[config.mk]
export PLATFORM = sky130hd
export DESIGN_NAME = temporizador_bomba
export DESIGN_NICKNAME = d
export VERILOG_FILES = /design/src/rtl/bomba_pkg.sv /design/src/rtl/decremento_mmss.sv /design/src/rtl/temporizador_bomba.sv
export SDC_FILE = /design/constraint.sdc
export NUM_CORES = 1
export LEC_CHECK = 0
export BUFFER_PORTS_ARGS = -buffer_cell sky130_fd_sc_hd__buf_4
export CAP_MARGIN = 10
export CORE_MARGIN = 2
export CORE_UTILIZATION = 30
export DETAILED_ROUTE_END_ITERATION = 12
export SLEW_MARGIN = 20
export SYNTH_ARGS = -nofsm -noshare
export SYNTH_HDL_FRONTEND = slang
export SYNTH_SLANG_ARGS = --single-unit
[constraint.sdc]
create_clock -name clk -period 2.5 [get_ports clk]
set_clock_uncertainty 0.05 [all_clocks]
set_input_delay 0.375 -clock clk [delete_from_list [all_inputs] [get_ports clk]]
set_output_delay 0.375 -clock clk [all_outputs]
set_load 0.03 [all_outputs]
[src/rtl/bomba_pkg.sv]
// Shared types for the bomb countdown timer: FSM states, BCD digits and the MM:SS record.
// Used by temporizador_bomba and decremento_mmss.
package bomba_pkg;

  typedef enum logic [2:0] {
    IDLE      = 3'd0,
    ARMADO    = 3'd1,
    PAUSADO   = 3'd2,
    EXPLODIU  = 3'd3,
    DESARMADO = 3'd4
  } estado_t;

  typedef logic [3:0] bcd_t;

  typedef struct packed {
    bcd_t min_d;
    bcd_t min_u;
    bcd_t sec_d;
    bcd_t sec_u;
  } mmss_t;

  // Minutes may go up to 99; seconds tens digit must stay within 0..5.
  function automatic logic bcd_valido(logic [7:0] preset_min, logic [7:0] preset_sec);
    return (preset_min[7:4] <= 4'd9) && (preset_min[3:0] <= 4'd9) &&
           (preset_sec[7:4] <= 4'd5) && (preset_sec[3:0] <= 4'd9);
  endfunction

endpackage

[src/rtl/decremento_mmss.sv]
// Combinational one-second decrement of an MM:SS BCD value with borrow chain.
// Saturates at 00:00; zero_o flags that the result is 00:00.
module decremento_mmss
  import bomba_pkg::*;
(
  input  mmss_t atual_i,
  output mmss_t proximo_o,
  output logic  zero_o
);

  always_comb begin
    proximo_o = atual_i;
    if (atual_i != '0) begin
      if (atual_i.sec_u != 4'd0) begin
        proximo_o.sec_u = atual_i.sec_u - 4'd1;
      end else begin
        proximo_o.sec_u = 4'd9;
        if (atual_i.sec_d != 4'd0) begin
          proximo_o.sec_d = atual_i.sec_d - 4'd1;
        end else begin
          proximo_o.sec_d = 4'd5;
          if (atual_i.min_u != 4'd0) begin
            proximo_o.min_u = atual_i.min_u - 4'd1;
          end else begin
            // Input is nonzero with all lower digits zero, so min_d is at least 1 here.
            proximo_o.min_u = 4'd9;
            proximo_o.min_d = atual_i.min_d - 4'd1;
          end
        end
      end
    end
  end

  assign zero_o = (proximo_o == '0);

endmodule

[src/rtl/temporizador_bomba.sv]
// Bomb countdown timer: MM:SS BCD count driven by a 1 Hz tick, with arm/pause/defuse FSM.
// Optional blinking alert output enabled by defining BOMBA_ALERTA_EN.
module temporizador_bomba
  import bomba_pkg::*;
#(
  parameter logic [7:0] INIT_MIN = 8'h05,
  parameter logic [7:0] INIT_SEC = 8'h00
`ifdef BOMBA_ALERTA_EN
  , parameter int ALERT_SECS = 10
`endif
) (
  input  logic       clk,
  input  logic       reset,
  input  logic       tick_1s,
  input  logic       load,
  input  logic       start,
  input  logic       pause,
  input  logic       desarmar,
  input  logic [7:0] preset_min,
  input  logic [7:0] preset_sec,
  output logic [3:0] min_d,
  output logic [3:0] min_u,
  output logic [3:0] sec_d,
  output logic [3:0] sec_u,
  output logic       armado,
  output logic       explodiu,
  output logic       desarmado,
  output logic       erro_preset
`ifdef BOMBA_ALERTA_EN
  , output logic     alerta
`endif
);

  estado_t state_q, state_d;
  mmss_t   digits_q, digits_d;
  mmss_t   preset, dec;
  logic    dec_zero;
  logic    preset_ok;
  logic    at_zero;
  logic    erro_q, erro_d;
  logic    armado_q, explodiu_q, desarmado_q;

  assign preset    = {preset_min, preset_sec};
  assign preset_ok = bcd_valido(preset_min, preset_sec);
  assign at_zero   = (digits_q == '0);

  decremento_mmss u_decremento (
    .atual_i   (digits_q),
    .proximo_o (dec),
    .zero_o    (dec_zero)
  );

  always_comb begin
    state_d  = state_q;
    digits_d = digits_q;
    erro_d   = 1'b0;
    unique case (state_q)
      IDLE: begin
        if (load) begin
          if (preset_ok) digits_d = preset;
          else           erro_d   = 1'b1;
        end else if (start && !at_zero) begin
          state_d = ARMADO;
        end
      end
      ARMADO: begin
        if (desarmar) begin
          state_d = DESARMADO;
        end else if (pause) begin
          state_d = PAUSADO;
        end else if (tick_1s) begin
          digits_d = dec;
          if (dec_zero) state_d = EXPLODIU;
        end
      end
      PAUSADO: begin
        if (desarmar)   state_d = DESARMADO;
        else if (start) state_d = ARMADO;
      end
      EXPLODIU, DESARMADO: begin
        if (load) begin
          if (preset_ok) begin
            digits_d = preset;
            state_d  = IDLE;
          end else begin
            erro_d = 1'b1;
          end
        end
      end
      default: state_d = IDLE;
    endcase
  end

  always_ff @(posedge clk) begin
    if (reset) begin
      state_q     <= IDLE;
      digits_q    <= mmss_t'({INIT_MIN, INIT_SEC});
      erro_q      <= 1'b0;
      armado_q    <= 1'b0;
      explodiu_q  <= 1'b0;
      desarmado_q <= 1'b0;
    end else begin
      state_q     <= state_d;
      digits_q    <= digits_d;
      erro_q      <= erro_d;
      armado_q    <= (state_d == ARMADO);
      explodiu_q  <= (state_d == EXPLODIU);
      desarmado_q <= (state_d == DESARMADO);
    end
  end

  assign min_d       = digits_q.min_d;
  assign min_u       = digits_q.min_u;
  assign sec_d       = digits_q.sec_d;
  assign sec_u       = digits_q.sec_u;
  assign armado      = armado_q;
  assign explodiu    = explodiu_q;
  assign desarmado   = desarmado_q;
  assign erro_preset = erro_q;

`ifdef BOMBA_ALERTA_EN
  logic       alerta_q, alerta_d;
  logic [6:0] seg_rest;
  logic       em_janela;

  assign seg_rest  = ({3'b000, digits_q.sec_d} * 7'd10) + {3'b000, digits_q.sec_u};
  assign em_janela = (digits_q.min_d == 4'd0) && (digits_q.min_u == 4'd0) &&
                     (seg_rest <= 7'(ALERT_SECS));

  // The window is judged on the time before the tick, so the blink starts one tick in.
  always_comb begin
    alerta_d = 1'b0;
    if (state_d == EXPLODIU) begin
      alerta_d = 1'b1;
    end else if ((state_q == ARMADO) && (state_d == ARMADO)) begin
      if (tick_1s) alerta_d = em_janela ? ~alerta_q : 1'b0;
      else         alerta_d = alerta_q;
    end
  end

  always_ff @(posedge clk) begin
    if (reset) alerta_q <= 1'b0;
    else       alerta_q <= alerta_d;
  end

  assign alerta = alerta_q;
`endif

endmodule

### Word-level counts from Yosys, hierarchy flattened

Cells that the tools add are included.

* register bits: 23
* input bits: 23
* output and inout port bits: 20
* word-level logic and storage cells: 73

* add/subtract/negate cells: 4
* $lt $le $gt $ge: 4
* eq/ne operators: 12
* muxes and demuxes: 25
* bitwise gates (word level): 2
* reduce and logical (&&, ||, !) cells: 17

Operator list (count)
* 16-bit two-way mux: 6
* 16-bit logical NOT: 2
* 16-bit one-hot mux with 2 select lines: 1
* 3-bit two-way mux: 10
* 4-bit two-way mux: 4
* 16-bit nonzero test: 1
* 4-bit by 1-bit subtractor with 4-bit output, second input constant: 4
* 4-bit less-or-equal comparator, second input constant: 3
* 12-bit two-way mux: 1
* 3-bit one-hot mux with 4 select lines: 1
* 4-bit nonzero test: 3
* 3-bit by 2-bit == test with 1-bit output, second input constant: 3
* 8-bit two-way mux: 1
* 3-bit by 1-bit == test with 1-bit output, second input constant: 2
* 3-bit == test, second input constant: 2
* 2-bit != test, second input constant: 3
* 6-bit AND reduction: 1
* 3-bit OR reduction: 2
* 4-bit by 3-bit less-or-equal comparator with 1-bit output, second input constant: 1
* 1-bit logical AND: 4
* 2-bit by 1-bit != test with 1-bit output, second input constant: 2
* 3-bit logical NOT: 1
* 1-bit NOT: 2
* 2-bit nonzero test: 1
* 3 further kinds: 3

### Longest topological paths before layout

* word-level depth: 12
* mapped depth: 7
* gate-level depth less buffers: 7

### Hierarchy

From an unflattened synthesis, not the netlist that was laid out.

* cell total of the unflattened synthesis: 209
* area total of the unflattened synthesis: 1764.2 sq um

Modules (own cells, without submodules)
* temporizador_bomba: times used 1, cells an instance 142, area each 1356.3 sq um, sequential area each 460.4 sq um
* decremento_mmss: times used 1, cells an instance 67, area each 407.9 sq um, sequential area each 0.0 sq um

### Worst setup path after synthesis

No wires, ideal clock.

* kind: register to register
* start point: register digits_q, in the netlist sec_u[0]
* end point: register digits_q, in the netlist min_u[2]
* library setup time: 0.120 ns
* arrival time: 2.079 ns
* required time: 2.330 ns
* slack: 0.251 ns
* cell stages (with the launch flop): 7
* path buffers: 1
* period minus slack after synthesis: 2.249 ns
* cells stage by stage: dfxtp_1 buf_6 or4_4 or4_4 mux2i_1 a211oi_1 a211o_1

* longest elaborated chain between the ends: 7
* elaborated cells between the ends (all ways): 8
* those cells by class: mux: 6; reduce/logical: 2

RTL lines
* start: declaration: RTL line temporizador_bomba.sv:35 `mmss_t digits_q, digits_d;`
* start signal: assignment: RTL line temporizador_bomba.sv:97 `digits_q <= mmss_t'({INIT_MIN, INIT_SEC});`
* start signal: assignment: RTL line temporizador_bomba.sv:104 `digits_q <= digits_d;`
* 4-bit nonzero test: RTL line decremento_mmss.sv:14 `if (atual_i.sec_u != 4'd0) begin`
* 12-bit two-way mux: RTL line decremento_mmss.sv:14
* 16-bit two-way mux *: RTL line decremento_mmss.sv:13 `if (atual_i != '0) begin`
* 16-bit two-way mux *: RTL line temporizador_bomba.sv:71 `end else if (tick_1s) begin`
* 16-bit two-way mux *: RTL line temporizador_bomba.sv:69 `end else if (pause) begin`
* 16-bit two-way mux *: RTL line temporizador_bomba.sv:67 `if (desarmar) begin`
* 16-bit one-hot mux with 2 select lines *: RTL line temporizador_bomba.sv:57 `unique case (state_q)`

Mark *: on every way between the ends. The rest lies on a longest branch, timed or not. The select of a mux whose other input is x is not followed.
A chain may end at the register's enable or synchronous reset.

### Final worst setup path

Same ends and word-level chain as after synthesis.

==> impl_metrics.csv <==
group,metric,value,unit
yosys,ys_warn_count,0,
routing,drt_iter0_markers,109,
timing,layout_setup_ws,339,ps
job,maxCapViolCount,0,
cts,cts_sinks,23,
setup_path,path_class,"flop to flop",
timing,setup_violations,0,
timing,max-slew-margin-rel,0.648,
yosys,synth.ff_latch_count,23,
cts,holdBufCountCts,0,
yosys,yosysUniqueCellTypes,50,
setup_path,cpPeakStageDelay,580,ps
setup_path,cp_cell_sequence,"or4_4, or4_4, mux2i_1, a211oi_1, a211o_1",
cells_and_area,syn2layout_area_growth,29.7,%
setup_path,r2r_setup_slack,340,ps
cts,clock_tree.root_cell,"sky130_fd_sc_hd__clkbuf_8",
power_and_ir_drop,p_leak,0.788,nW
timing,worstMarginPinSlew,523,ps
floorplan,placement_rows,25,
placement,placed_cells,306,
placement,placement.io_buffers,42,
setup_path,critPathBufInv,0,
setup_path,rr_worst_depth,5,
hold_path,hold-path-cell-count,3,
setup_path,worst-path-max-fanout,10,
cells_and_area,core_occupancy_in_the_finished_layout,0.408,
timing,final_number_of_hold_violating_endpoints,0,
hold_path,hp-start,"preset_min[0]",
routing,drc_errors,0,
run_status,outcome,"completed",
routing,detail_route.wirelength,4.54,mm
floorplan,die_h,74.9,um
setup_path,worst_ep_arrival_time,2280,ps
yosys,synth-edff-count,0,
timing,timing.final.max_slew_violations,0,
yosys,post_synthesis_cell_area,1510,sq um
cells_and_area,most_common_cell_after_layout_fill_and_taps_aside,"sky130_fd_sc_hd__buf_4",
yosys,synth_ff_type,"sky130_fd_sc_hd__dfxtp_1",
placement,place_area,1910,sq um
cts,clk-insertion-delay-late,270,ps
setup_path,family_with_the_most_delay_on_the_worst_path,"simple AND/OR/NAND/NOR gates",
grt,groute.usage.overall,0.165,
cts,ctsResizeCount,0,
setup_path,cp.required,2620,ps
timing,setup_repair_after_global_routing_missed_its_margin,"no",
cells_and_area,finish.net_count,269,
cells_and_area,layout_common_cells,"49 x sky130_fd_sc_hd__buf_4, 23 x sky130_fd_sc_hd__dfxtp_1, 22 x sky130_fd_sc_hd__nor2_1",
setup_path,critical-path-slowest-cell,"sky130_fd_sc_hd__or4_4",
cts,tritoncts,"yes",
power_and_ir_drop,fin_total_pwr,0.928,mW
cts,clkSlewWorstSetupHoldPaths,90,ps
floorplan,io_pins,43,
cells_and_area,final_layout_size_suffix_gt1_frac,0.239,
yosys,synth_sequential_area_ratio,0.306,
hold_path,hp-class,"input pin to flop",
cells_and_area,antenna_diode_count,0,
yosys,netlist.top_cell.by_area,"sky130_fd_sc_hd__dfxtp_1",
cts,htree_num_levels,1,
yosys,synth_cells,201,
grt,antenna_found_initial,0,
setup_path,critical_path.startpoint_type,"flop",
cells_and_area,final_area,1950,sq um
routing,vias,1687,
yosys,synth_top_cells_by_area,"sky130_fd_sc_hd__dfxtp_1 31%, sky130_fd_sc_hd__nor2_1 5.5%, sky130_fd_sc_hd__a21oi_1 5.3%",
cts,cts_max_path_buffers,2,
grt,globalRouteOverflowTotal,0,
routing,post_drt_via_cell_ratio,5.44,
routing,dr.pass1.iters,4,
grt,grt_max_degree,23,
grt,grt_first_pass_wirelength,7.16,mm
timing,min_period_over_period,0.864,
hold_path,min_delay_worst_endpoint,"min_u[0]",
routing,drt-wirelength-per-cell,14.6,um
floorplan,placeableCoreArea,4790,sq um
yosys,synthesis.area_per_instance,7.49,sq um
cells_and_area,finish.cell_count_without_fillers,310,
yosys,asyncSetResetFlopFracSynth,0,
floorplan,horizontal_die_dimension,74.9,um
yosys,synth_nets,226,
placement,placement.setup.worst_slack,347,ps
power_and_ir_drop,power.ir.vdd_worst,0.177,mV
setup_path,rr_endpoint,"min_u[2]",
setup_path,most_common_cell_on_crit_path,"sky130_fd_sc_hd__or4_4",
cts,cts_made_buffers,3,
timing,max_clock_freq,0.463,GHz
yosys,post_synth_top_area_share,0.306,
cts,post-cts-setup-buffers,0,
grt,number_of_global_route_vias_before_repair,1455,
power_and_ir_drop,power-per-cell-area,475,nW/um^2
placement,routabilityCongestion,0.892,
routing,drtAntennaViolNets,0,
timing,holdWs,362,ps
placement,hpwl_after_dpl,3.36,mm
setup_path,r2r-start,"sec_u[0]",
floorplan,effective_utilization_at_floorplan,0.315,
timing,period_minus_slack,2160,ps
floorplan,die_area,5600,sq um
cells_and_area,num-fill-cells,520,
setup_path,crit_path_end_kind,"flop",
timing,setup-tns-final,0,ps
[final cells by class]
| type | count | area, sq um | area share |
|---|---|---|---|
| Sequential cell | 23 | 460 | 0.236 |
| Tap cell | 67 | 83.8 | 0.0429 |
| Timing Repair Buffer | 49 | 368 | 0.188 |
| Inverter | 7 | 26.3 | 0.0135 |
| Multi-Input combinational cell | 160 | 970 | 0.496 |
| Clock buffer | 4 | 45.0 | 0.0231 |
[power by group]
| part | total (mW) | internal, mW | switching, mW |
|---|---|---|---|
| Combinational | 0.274 | 0.117 | 0.156 |
| Sequential | 0.412 | 0.384 | 0.0285 |
| Clock | 0.242 | 0.114 | 0.128 |
[worst reg2reg max path, stage by stage, from the launching register on]
cell	delay (ps)
sky130_fd_sc_hd__dfxtp_1	410
sky130_fd_sc_hd__or4_4	580
sky130_fd_sc_hd__or4_4	510
sky130_fd_sc_hd__mux2i_1	160
sky130_fd_sc_hd__a211oi_1	80
sky130_fd_sc_hd__a211o_1	270
[worst max path at each step]
stage,startpoint,endpoint,slack (ps),cells past startpoint
floorplan,sec_u[0],min_u[2],250,6
detailed placement,sec_u[0],min_u[2],350,5
finish,sec_u[0],min_u[2],340,5
CTS,sec_u[0],min_u[2],330,5
global route,sec_u[0],min_u[2],220,5
global placement,sec_u[0],min_u[2],350,5
[sequential cells by signal, summed over array words and instances, names as in the netlist]
register,flops
armado,1
desarmado,1
erro_preset,1
explodiu,1
min_d,4
min_u,4
sec_d,4
sec_u,4
state_q,3
[synth_stat cells (all sizes together), types with 2 or more instances]
| library cell | number |
|---|---|
| buf | 2 |
| nor3 | 10 |
| or2 | 2 |
| and2 | 2 |
| nor4 | 5 |
| o211ai | 5 |
| or4 | 5 |
| and4 | 2 |
| and3b | 2 |
| a21o | 4 |
| o21a | 3 |
| inv | 7 |
| a22oi | 2 |
| a21oi | 16 |
| nand3 | 6 |
| nand4 | 3 |
| mux2i | 2 |
| dfxtp | 23 |
| nor3b | 4 |
| nor2 | 23 |
| o32ai | 2 |
| a211oi | 5 |
| nand2 | 15 |
| clkbuf | 9 |
| nor2b | 4 |
| ha | 2 |
| o21ai | 15 |
| o221a | 2 |
| a31oi | 3 |
[layer usage]
layer | up-vias | part of all wire | GRT usage
li1 | 852 | - | -
met1 | 776 | 0.49 | 0.246
met2 | 52 | 0.44 | 0.249
met3 | 7 | 0.052 | 0.0187
met4 | 0 | 0.015 | 0.0476
met5 | - | 0 | 0
[kinds of logic (layout without fill, tap and decap cells)]
group / Yosys count / in the layout / share of synthesized area
compound gates: 68 / 68 / 0.298
xor+xnor: 1 / 1 / 0.00582
fa+ha+maj: 2 / 2 / 0.0166
buf+inv: 18 / 60 / 0.0507
flops: 23 / 23 / 0.306
mux: 2 / 2 / 0.0133
simple gates: 87 / 87 / 0.310
No activity file was read; power rests on OpenSTA's default activity.
